==> src/rtl/vin_colorproc.sv <==
// Input colour processor: turns PPC RGB pixels per beat into PPC 8-bit panel samples (mono / DES / Kaleido).
// Two-stage pipeline; syncs and valid are delayed alongside the pixel data.
module vin_colorproc #(
    parameter int PPC    = 2,
    parameter int IN_BPC = 6
) (
    input  logic              clk,
    input  logic              rst,
    input  logic [1:0]        cfg_mode,
    input  logic              in_vsync,
    input  logic              in_hsync,
    input  logic [PPC*24-1:0] in_color,
    input  logic              in_valid,
    output logic [PPC*8-1:0]  out_color,
    output logic              out_valid,
    output logic              out_vsync,
    output logic              out_hsync
);

    typedef enum logic [1:0] {
        MODE_MONO    = 2'd0,
        MODE_DES     = 2'd1,
        MODE_KALEIDO = 2'd2,
        MODE_RSVD    = 2'd3
    } mode_t;

    typedef enum logic [1:0] {
        SEL_R = 2'd0,
        SEL_G = 2'd1,
        SEL_B = 2'd2,
        SEL_Y = 2'd3
    } sel_t;

    localparam logic [1:0] PPC_MOD3 = 2'(PPC % 3);
    localparam logic       PPC_ODD  = 1'(PPC % 2);

    // MSB replication of the top IN_BPC bits of an 8-bit channel field
    function automatic logic [7:0] expand(input logic [7:0] field);
        logic [7:0] e;
        for (int b = 0; b < 8; b++) begin
            e[7-b] = field[7 - (b % IN_BPC)];
        end
        return e;
    endfunction

    function automatic sel_t pick_sel(input mode_t mode, input logic [1:0] xp0,
                                      input logic xpar0, input logic lpar0, input int idx);
        logic [2:0] ph;
        logic       kbit;
        sel_t       s;
        ph = {1'b0, xp0} + 3'(idx % 3);
        if (ph >= 3'd3) begin
            ph = ph - 3'd3;
        end
        kbit = xpar0 ^ 1'(idx % 2);
        case (mode)
            MODE_DES:     s = sel_t'(ph[1:0]);
            MODE_KALEIDO: s = sel_t'({lpar0, kbit});
            default:      s = SEL_Y;
        endcase
        return s;
    endfunction

    function automatic logic [7:0] sample_mux(input sel_t sel, input logic [7:0] r, input logic [7:0] g,
                                              input logic [7:0] b, input logic [15:0] pr,
                                              input logic [15:0] pg, input logic [15:0] pb);
        logic [15:0] sum;
        logic [7:0]  s;
        sum = pr + pg + pb;
        case (sel)
            SEL_R:   s = r;
            SEL_G:   s = g;
            SEL_B:   s = b;
            default: s = sum[15:8];
        endcase
        return s;
    endfunction

    mode_t       mode_q;
    logic        hs_last, vs_last;
    logic [11:0] line_idx;
    logic [1:0]  lp, xp;
    logic        xpar, first_line;

    logic        le, vs_rise;
    logic [11:0] n_line;
    logic [1:0]  n_lp, n_xp, xp_after;
    logic        n_xpar, n_first;
    logic [2:0]  xp_sum;

    logic        unused_in_bits;
    assign unused_in_bits = ^in_color;

    // Line-edge effects are resolved first so a beat on the edge cycle sees the new line's phase
    always_comb begin
        le      = !hs_last && in_hsync;
        vs_rise = !vs_last && in_vsync;
        n_line  = line_idx;
        n_lp    = lp;
        n_xp    = xp;
        n_xpar  = xpar;
        n_first = first_line;
        if (le) begin
            n_xpar = 1'b0;
            if (in_vsync) begin
                n_line  = '0;
                n_lp    = 2'd0;
                n_xp    = 2'd0;
                n_first = 1'b1;
            end else if (!first_line) begin
                n_line = line_idx + 12'd1;
                n_lp   = (lp == 2'd2) ? 2'd0 : lp + 2'd1;
                n_xp   = n_lp;
            end
        end
        xp_sum   = {1'b0, n_xp} + {1'b0, PPC_MOD3};
        xp_after = (xp_sum >= 3'd3) ? 2'(xp_sum - 3'd3) : xp_sum[1:0];
    end

    always_ff @(posedge clk) begin
        if (rst) begin
            mode_q     <= mode_t'(cfg_mode);
            hs_last    <= 1'b0;
            vs_last    <= 1'b0;
            line_idx   <= '0;
            lp         <= 2'd0;
            xp         <= 2'd0;
            xpar       <= 1'b0;
            first_line <= 1'b1;
        end else begin
            hs_last  <= in_hsync;
            vs_last  <= in_vsync;
            line_idx <= n_line;
            lp       <= n_lp;
            if (vs_rise) begin
                mode_q <= mode_t'(cfg_mode);
            end
            if (in_valid) begin
                xp         <= xp_after;
                xpar       <= n_xpar ^ PPC_ODD;
                first_line <= 1'b0;
            end else begin
                xp         <= n_xp;
                xpar       <= n_xpar;
                first_line <= n_first;
            end
        end
    end

    logic [7:0] r_c [PPC];
    logic [7:0] g_c [PPC];
    logic [7:0] b_c [PPC];
    sel_t       sel_c [PPC];

    always_comb begin
        for (int i = 0; i < PPC; i++) begin
            r_c[i]   = expand(in_color[(PPC-1-i)*24+16 +: 8]);
            g_c[i]   = expand(in_color[(PPC-1-i)*24+8 +: 8]);
            b_c[i]   = expand(in_color[(PPC-1-i)*24 +: 8]);
            sel_c[i] = pick_sel(mode_q, n_xp, n_xpar, n_line[0], i);
        end
    end

    logic [7:0]  r1 [PPC];
    logic [7:0]  g1 [PPC];
    logic [7:0]  b1 [PPC];
    logic [15:0] pr1 [PPC];
    logic [15:0] pg1 [PPC];
    logic [15:0] pb1 [PPC];
    sel_t        sel1 [PPC];
    logic        v1, vs1, hs1;

    always_ff @(posedge clk) begin
        if (rst) begin
            v1  <= 1'b0;
            vs1 <= 1'b0;
            hs1 <= 1'b0;
            for (int i = 0; i < PPC; i++) begin
                r1[i]   <= '0;
                g1[i]   <= '0;
                b1[i]   <= '0;
                pr1[i]  <= '0;
                pg1[i]  <= '0;
                pb1[i]  <= '0;
                sel1[i] <= SEL_R;
            end
        end else begin
            v1  <= in_valid;
            vs1 <= in_vsync;
            hs1 <= in_hsync;
            for (int i = 0; i < PPC; i++) begin
                r1[i]   <= r_c[i];
                g1[i]   <= g_c[i];
                b1[i]   <= b_c[i];
                pr1[i]  <= 16'd77  * {8'd0, r_c[i]};
                pg1[i]  <= 16'd150 * {8'd0, g_c[i]};
                pb1[i]  <= 16'd29  * {8'd0, b_c[i]};
                sel1[i] <= sel_c[i];
            end
        end
    end

    logic [PPC*8-1:0] samp_vec;

    always_comb begin
        samp_vec = '0;
        for (int i = 0; i < PPC; i++) begin
            samp_vec[(PPC-1-i)*8 +: 8] = sample_mux(sel1[i], r1[i], g1[i], b1[i], pr1[i], pg1[i], pb1[i]);
        end
    end

    always_ff @(posedge clk) begin
        if (rst) begin
            out_color <= '0;
            out_valid <= 1'b0;
            out_vsync <= 1'b0;
            out_hsync <= 1'b0;
        end else begin
            out_color <= samp_vec;
            out_valid <= v1;
            out_vsync <= vs1;
            out_hsync <= hs1;
        end
    end

endmodule

==> config.mk <==
export PLATFORM = sky130hd
export DESIGN_NAME = vin_colorproc
export DESIGN_NICKNAME = d
export VERILOG_FILES = /design/src/rtl/vin_colorproc.sv
export SDC_FILE = /design/constraint.sdc
export NUM_CORES = 1
export LEC_CHECK = 0
export ABC_AREA = 1
export BUFFER_PORTS_ARGS = -buffer_cell sky130_fd_sc_hd__buf_2
export CORE_MARGIN = 3
export CORE_UTILIZATION = 31
export CTS_CLUSTER_DIAMETER = 40
export DETAILED_ROUTE_END_ITERATION = 10
export HOLD_SLACK_MARGIN = 0.12
export PLACE_DENSITY = 0.48
export SYNTH_ARGS = -nofsm -noshare
export SYNTH_HDL_FRONTEND = slang
export SYNTH_SLANG_ARGS = --single-unit
==> constraint.sdc <==
create_clock -name clk -period 3.2 [get_ports clk]
set_input_delay 0.48 -clock clk [delete_from_list [all_inputs] [get_ports clk]]
set_output_delay 0.48 -clock clk [all_outputs]
set_load 0.02 [all_outputs]
== Word level (Yosys, flattened, before mapping) ==
Memory sizes are Yosys's and may differ from the RTL's.
Index checks and enable logic that the tools add are counted.

* Bitwise logic cells: 15
* $lt $le $gt $ge: 3
* Equality and inequality tests: 8
* Add/sub/neg operators: 11
* Multiplexer cells: 40
* Reduce and logical (&&, ||, !) cells: 11
* Multipliers: 6

{| class="wikitable"
|+ Operator list
! kind !! number
|-
| adder 16 bit || 4
|-
| multiplier 7 x 8 -> 15 bit, first input constant || 4
|-
| two-way mux 15 bit || 4
|-
| two-way mux 8 bit || 6
|-
| case mux 8 bit (3 select lines) || 2
|-
| two-way mux 2 bit || 14
|-
| multiplier 5 x 8 -> 13 bit, first input constant || 2
|-
| two-way mux 13 bit || 2
|-
| two-way mux 12 bit || 2
|-
| OR 1 bit || 14
|-
| adder 12 x 1 -> 12 bit, second input constant || 1
|-
| == test 2 bit, second input constant || 4
|-
| two-way mux 1 bit || 8
|-
| case mux 2 bit (2 select lines) || 2
|-
| == test 2 x 1 -> 1 bit, second input constant || 3
|-
| greater-or-equal comparator 3 x 2 -> 1 bit, second input constant || 2
|-
| nonzero test 2 bit || 3
|-
| subtractor 2 bit, second input constant || 3
|-
| zero test 2 bit || 2
|-
| AND reduction 2 bit || 2
|-
| adder 2 x 1 -> 3 bit, second input constant || 1
|-
| adder 2 x 2 -> 3 bit, second input constant || 1
|-
| adder 2 x 1 -> 2 bit, second input constant || 1
|-
| greater-or-equal comparator 2 bit, second input constant || 1
|-
| 4 further kinds || 6
|}

* Memory bits (writable): 138
* Bits of input ports: 55
* Logic and storage cells: 115
* Flip-flop bits (word level): 42
* Memories kept: 7

{| class="wikitable"
|+ Memory list
! name !! depth !! bits a word !! read ports !! clocked after memory_dff !! write ports !! line !! source
|-
| pg1 || 2 || 15 || 2 || 0 || 2 || 168 || <nowiki>logic [15:0] pg1 [PPC];</nowiki>
|-
| pr1 || 2 || 15 || 2 || 0 || 2 || 167 || <nowiki>logic [15:0] pr1 [PPC];</nowiki>
|-
| pb1 || 2 || 13 || 2 || 0 || 2 || 169 || <nowiki>logic [15:0] pb1 [PPC];</nowiki>
|-
| b1 || 2 || 8 || 2 || 0 || 2 || 166 || <nowiki>logic [7:0] b1 [PPC];</nowiki>
|-
| g1 || 2 || 8 || 2 || 0 || 2 || 165 || <nowiki>logic [7:0] g1 [PPC];</nowiki>
|-
| r1 || 2 || 8 || 2 || 0 || 2 || 164 || <nowiki>logic [7:0] r1 [PPC];</nowiki>
|-
| +1 memories || -- || -- || -- || -- || -- || -- ||
|}

== Logic depth before layout (Yosys ltp) ==
Gate-level depths: netlist (run 1).

* Word-level depth: 10
* Depth in mapped cells: 17
* Mapped depth without buffers: 17

== Worst setup path before layout (run 1) ==
Ideal clock, no wire load.

* Path type: input to register
* Start point: input in_color[44]
* End point: memory pr1[0][14] (netlist name)
* Stages: 16
* Buffers on the path: 0
* Arrival: 3.105 ns
* Setup slack: -0.015 ns
* Data required time: 3.090 ns
* Cells stage by stage: ha_1 ha_1 inv_1 fa_1 inv_1 fa_1 ha_1 a21oi_1 o21a_1 nand2_1 nand2_1 nand2_1 nand3_1 nand2_1 nand2_1 inv_1

{| class="wikitable"
|+ RTL lines
! item !! line !! source
|-
| start, declared || 12 || <nowiki>input logic [PPC*24-1:0] in_color,</nowiki>
|-
| end, declared || 167 ||
|}

==> results of run 1 <==
[worst max-delay path, stage by stage]
cell	delay, ps
buf_2	110
ha_1	280
ha_1	300
inv_1	60
fa_1	500
fa_1	510
inv_1	40
ha_1	340
a21oi_1	130
o21ai_1	100
a21oi_1	230
o21bai_1	110
nor2_1	90
nor2_1	50
[timing repair]
item / 4_1_cts / 5_1_grt
setup endpoints to repair: 0 / 12
resized for setup: 0 / 13
setup buffers: 0 / 1
[worst paths after layout]
path                start           end  cells past startpoint
min reg2reg           vs1     out_vsync                      2
max          in_color[12]    pg1[0][25]                     14
min           cfg_mode[1]     mode_q[1]                      1
max reg2reg    pb1[0][24]  out_color[7]                     11
[per-layer routing]
layer / vias up / track usage / wire length, um
met5: - / 0 / 9
met4: 2 / 0.0384 / 433
met3: 30 / 0.0245 / 962
met2: 116 / 0.229 / 11900
met1: 4333 / 0.219 / 15900
li1: 5195 / - / -
[kinds of logic (layout without fill, tap and decap cells)]
kind of cell / Yosys count / count (layout) / share of synthesized area
compound gates: 235 / 235 / 0.111
buf+inv: 311 / 495 / 0.0981
simple gates: 508 / 508 / 0.172
xor+xnor: 9 / 9 / 0.00661
flops: 147 / 147 / 0.249
fa+ha+maj: 301 / 301 / 0.364
other cells: 0 / 1 / 0
[registers in the layout, indices dropped and copies added, names as in the netlist, 2 cells and up]
signal,count
lp,2
xp,2
mode_q,2
pg1,28
g1,12
pr1,26
b1,12
r1,12
pb1,22
out_color,16
sel1,4
[through the flow]
stage / TNS, ps / std cells / instance area [sq um]
6_report: 0 / 2207 / 14300
5_1_grt: -25.2 / 2206 / 14300
4_1_cts: 0 / 2205 / 14200
3_5_place_dp: -7730 / 2173 / 13600
3_3_place_gp: -7230 / 2173 / 13600
2_1_floorplan: 0 / 1511 / 11900
[cell usage in the layout (no fill, tap or decap), drive strengths merged, types with 49 or more instances in the layout]
| master | synthesis | layout |
|---|---|---|
| fa | 76 | 76 |
| dfxtp | 145 | 145 |
| nor2 | 153 | 153 |
| nand3 | 49 | 49 |
| o21ai | 66 | 66 |
| buf | 1 | 167 |
| nand2 | 277 | 277 |
| a21oi | 127 | 127 |
| ha | 225 | 225 |
| inv | 295 | 299 |
[where the power goes]
part	internal, mW	total [mW]	switching, mW
Combinational	2.24	5.53	3.29
Sequential	2.17	2.39	0.221
Clock	1.31	2.14	0.823
Total	5.73	10.1	4.33
[final cells by class]
| type | instances | area, sq um | area share |
|---|---|---|---|
| multi-input cells | 1053 | 7860 | 0.549 |
| flip-flops and latches | 147 | 2960 | 0.207 |
| repair buffers | 167 | 1120 | 0.0780 |
| inverters | 296 | 1110 | 0.0776 |
| well taps | 511 | 639 | 0.0447 |
| clock buffers | 18 | 429 | 0.0300 |
| clock inverters | 14 | 200 | 0.0140 |
| diodes | 1 | 2.50 | 0.000175 |
==> reports/qor.yml, run 1 <==
status: "finished, final reports clean"
finalClockSkew_ps: 8.17
place_hpwl_um: 24500
antenna_found_initial: 1
area_delta_synth_final_pct: 20.1
dr.pass1.iters: 5
reg2reg_slack_ps: 900
ctsRootBufferMaster: "clkbuf_16"
powerDensity_mw_per_mm2: 703
grt_first_pass_wirelength_um: 49400
grt_overflow: 0
fmax_mhz: 333
drt_wl_total_um: 29200
worst_slack_ps: 192
finalSetupViolations: 0
place.gp.congestion: 0.858
cts_hold_buf: 0
max-slew-margin-rel: 0.301
cts_buffers: 17
vias_per_cell: 4.38
synthArstFlopShare: 0
track_usage: 0.150
rows: 71
holdWs_ps: 276
finalPower_mw: 10.1
cts_tree: "built"
drtIter0Drc: 380
post-place-ws_ps: -277
hp-class: "input pin to flop"
grt_max_degree: 92
wire_per_inst_um: 13.2
finalHoldViolations: 0
die_x_um: 202
yosysMostFrequentCell: "inv_1"
clk_pin_slew_ps: 60
synthTopCellsByArea: "dfxtp_1 24%, ha_1 24%, fa_1 13%"
core_region_area_sq_mm: 0.0378
utilization: 0.379
yosysUniqueCellTypes: 36
required_ps: 3520
die_area_sq_mm: 0.0408
drtAntennaViolNets: 0
yosys.area.top_type_share: 0.244
synthTopCellsByCount: "287 x inv_1, 277 x nand2_1, 225 x ha_1"
endpoint_kind: "flop"
postSynthCellCount: 1511
synth_warnings: 0
crit_path_max_fanout: 4
num_io_pins: 74
drc_errors: 0
peakVddDrop_mv: 0.306
finalCritPeriodShare: 0.940
portBuffers: 61
htree_levels: 4
min_period_ps: 3010
clk_latency_ps: 430
syn_area_sq_mm: 0.0119
drive_above_1_share: 0.135
initial_core_util: 0.316
worstMarginPinSlew_ps: 1050
worst-setup-path-type: "input pin to flop"
finalNetCount: 2038
synth.avg_cell_area_sq_um: 7.89
arrival_ps: 3330
synth_seq_cells: 147
cellLeakagePower_nw: 7.74
final-max-slew-violation-count: 0
yosysTopAreaCell: "dfxtp_1"
cap_violations: 0
die_y_um: 202
fill_cells: 3960
syn_nets: 1867
first_global_vias: 9940
clk_path_buf_depth: 2
synth_ff_type: "dfxtp_1"
num_vias: 9676
cts_sinks: 147
synth-edff-count: 2
synth_seq_area_share: 0.249
rsz0062_at_grt: "true"
cp-start-kind: "input pin"
Note: power is estimated with default switching activity, not from simulation.
==> inputs of run 2 (changes only) <==
--- a/config.mk
+++ b/config.mk
@@ -12,7 +12,7 @@
 export CTS_CLUSTER_DIAMETER = 40
 export DETAILED_ROUTE_END_ITERATION = 10
 export HOLD_SLACK_MARGIN = 0.12
-export PLACE_DENSITY = 0.48
+export PLACE_DENSITY_LB_ADDON = 0.05
 export SYNTH_ARGS = -nofsm -noshare
 export SYNTH_HDL_FRONTEND = slang
 export SYNTH_SLANG_ARGS = --single-unit
==> run 2 against run 1 <==
Global-route usage increased by 1.0 points. Via count fell by 0.24%. Clock-buffer cell count unchanged. Worst setup slack worse by 50 ps. Non-clock buffer count grew 19. Highest routed layer is now met4. Largest power group unchanged. Largest cell class unchanged.
==> reports/qor.yml, run 2 (synthesis results as in run 1) <==
antenna_found_initial: 0  # was 1
rows: 71  # unchanged
powerDensity_mw_per_mm2: 711  # was 703 mW/mm^2
finalSetupTns_ps: 0  # unchanged
fill_cells: 4042  # was 3960
met1_length_um: 18100  # was 15900 um
cts_tree: "built"  # unchanged
largest_register_ffs: 28  # unchanged
grt_max_degree: 64  # was 92
final_common_cell: "inv_1"  # unchanged
first_global_vias: 10000  # was 9940
finalCritPeriodShare: 0.956  # was 0.940
fmax_mhz: 327  # was 333 MHz
clk_path_buf_depth: 2  # unchanged
finalClockSkew_ps: 8.82  # was 8.17 ps
slowest_delay_ps: 510  # about the same
drc_errors: 0  # unchanged
clk_latency_ps: 430  # about the same
finalSetupViolations: 0  # unchanged
wl_met2_um: 12000  # was 11900 um
reg2reg_slack_ps: 890  # was 900 ps
dr.pass1.iters: 4  # was 5
largest-register: "pg1"  # unchanged
die_y_um: 202  # unchanged
wire_per_inst_um: 13.9  # was 13.2 um
crit_chain: "buf_2, ha_1, ha_1, inv_1, fa_1, fa_1, inv_1, ha_1, nand2_1, nor2_1, a21oi_1, buf_4, o21ai_1, nand2_1, nand2_1, nor2_1"  # was buf_2, ha_1, ha_1, inv_1, fa_1, fa_1, inv_1, ha_1, a21oi_1, o21ai_1, a21oi_1, o21bai_1, nor2_1, nor2_1
crit_path_max_fanout: 4  # unchanged
num_vias: 9653  # was 9676
required_ps: 3520  # about the same
wl_met3_um: 610  # was 962 um
finalPower_mw: 10.3  # was 10.1 mW
drt_wl_total_um: 31000  # was 29200 um
max-slew-margin-rel: 0.460  # was 0.301
antenna_cells: 0  # was 1
arrival_ps: 3380  # was 3330 ps
worstMarginPinSlew_ps: 805  # was 1050 ps
top_layer_used: "met4"  # was met5
cp_slowest_cell: "fa_1"  # unchanged
cts_buffers: 17  # unchanged
status: "finished, final reports clean"  # unchanged
rsz0062_at_grt: "true"  # unchanged
place.gp.congestion: 0.839  # was 0.858
place_hpwl_um: 26100  # was 24500 um
final_cell_mix: "287 x inv_1, 276 x nand2_1, 224 x ha_1, 150 x nor2_1, 145 x dfxtp_1"  # was 287 x inv_1, 277 x nand2_1, 223 x ha_1, 151 x nor2_1, 145 x dfxtp_1
grt_overflow: 0  # unchanged
finalNetCount: 2057  # was 2038
portBuffers: 61  # unchanged
die_area_sq_mm: 0.0408  # unchanged
track_usage: 0.160  # was 0.150
grt_first_pass_wirelength_um: 52100  # was 49400 um
drive_above_1_share: 0.149  # was 0.135
crit_family: "adder cells"  # unchanged
cellLeakagePower_nw: 7.83  # was 7.74 nW
core_region_area_sq_mm: 0.0378  # unchanged
worst-setup-path-type: "input pin to flop"  # unchanged
endpoint_kind: "flop"  # unchanged
largestRegisters: "pg1 x28, pr1 x26, pb1 x22"  # unchanged
holdWs_ps: 227  # was 276 ps
finalHoldViolations: 0  # unchanged
hp-class: "input pin to flop"  # unchanged
dpl_cell_area_sq_mm: 0.0138  # was 0.0136 sq mm
drtIter0Drc: 446  # was 380
num_io_pins: 74  # unchanged
cts_sinks: 147  # unchanged
area_delta_synth_final_pct: 21.3  # was 20.1%
initial_core_util: 0.316  # unchanged
die_x_um: 202  # unchanged
final-max-slew-violation-count: 0  # unchanged
vias_per_cell: 4.34  # was 4.38
htree_levels: 4  # unchanged
clk_pin_slew_ps: 60  # about the same
peakVddDrop_mv: 0.383  # was 0.306 mV
instances_no_fill: 2225  # was 2207
cp-start-kind: "input pin"  # unchanged
dp.cells: 2193  # was 2173
min_period_ps: 3060  # was 3010 ps
cap_violations: 0  # unchanged
path_buf_inv: 4  # was 3
final_cell_area_sq_mm: 0.0145  # was 0.0143 sq mm
drtAntennaViolNets: 0  # unchanged
ctsRootBufferMaster: "clkbuf_16"  # unchanged
## run 2: stage by stage
step	worst slack, ps	util
global route	-41.9	0.383
global placement	-272	0.365
floorplan	28.8	-
CTS	116	0.381
detailed placement	-327	0.365
finish	142	0.383
## run 2: final timing paths
check / from / end / depth (start not counted)
max reg2reg: pr1[0][3] / out_color[12] / 12
max: in_color[36] / pg1[0][13] / 16
min: cfg_mode[1] / mode_q[1] / 1
min reg2reg: v1 / out_valid / 2
## run 2: timing repair
action | 4_1_cts | 5_1_grt
setup endpoints to repair | 0 | 13
resized for setup | 0 | 20
hold buffers | 0 | 0
buffers inserted | 0 | 0
## run 2: layout make-up
type / count / area, sq um / share of cell area
clock buffers: 18 / 439 / 0.0304
well taps: 511 / 639 / 0.0442
clock inverters: 14 / 179 / 0.0124
inverters: 296 / 1110 / 0.0768
repair buffers: 186 / 1260 / 0.0870
flip-flops and latches: 147 / 2960 / 0.205
multi-input cells: 1053 / 7870 / 0.544
## run 2: worst register-to-register path, delay by kind of cell, from the launching register on
kind,cells,cell delay (ps)
AOI/OAI and AO/OA,2,440
adders and majority gates,2,860
buffers and inverters,2,90
and+or+nand+nor,6,520
DFF,1,310
## run 2: where the power goes
group / internal, mW / switching (mW)
clock: 1.26 / 0.867
combinational: 2.34 / 3.43
sequential: 2.17 / 0.203
total: 5.77 / 4.51
## run 2: layer usage
metal  track usage  vias up
li1              -     5226
met1         0.252     4313
met2         0.232       96
met3        0.0196       18
met4        0.0339        0
met5             0        -
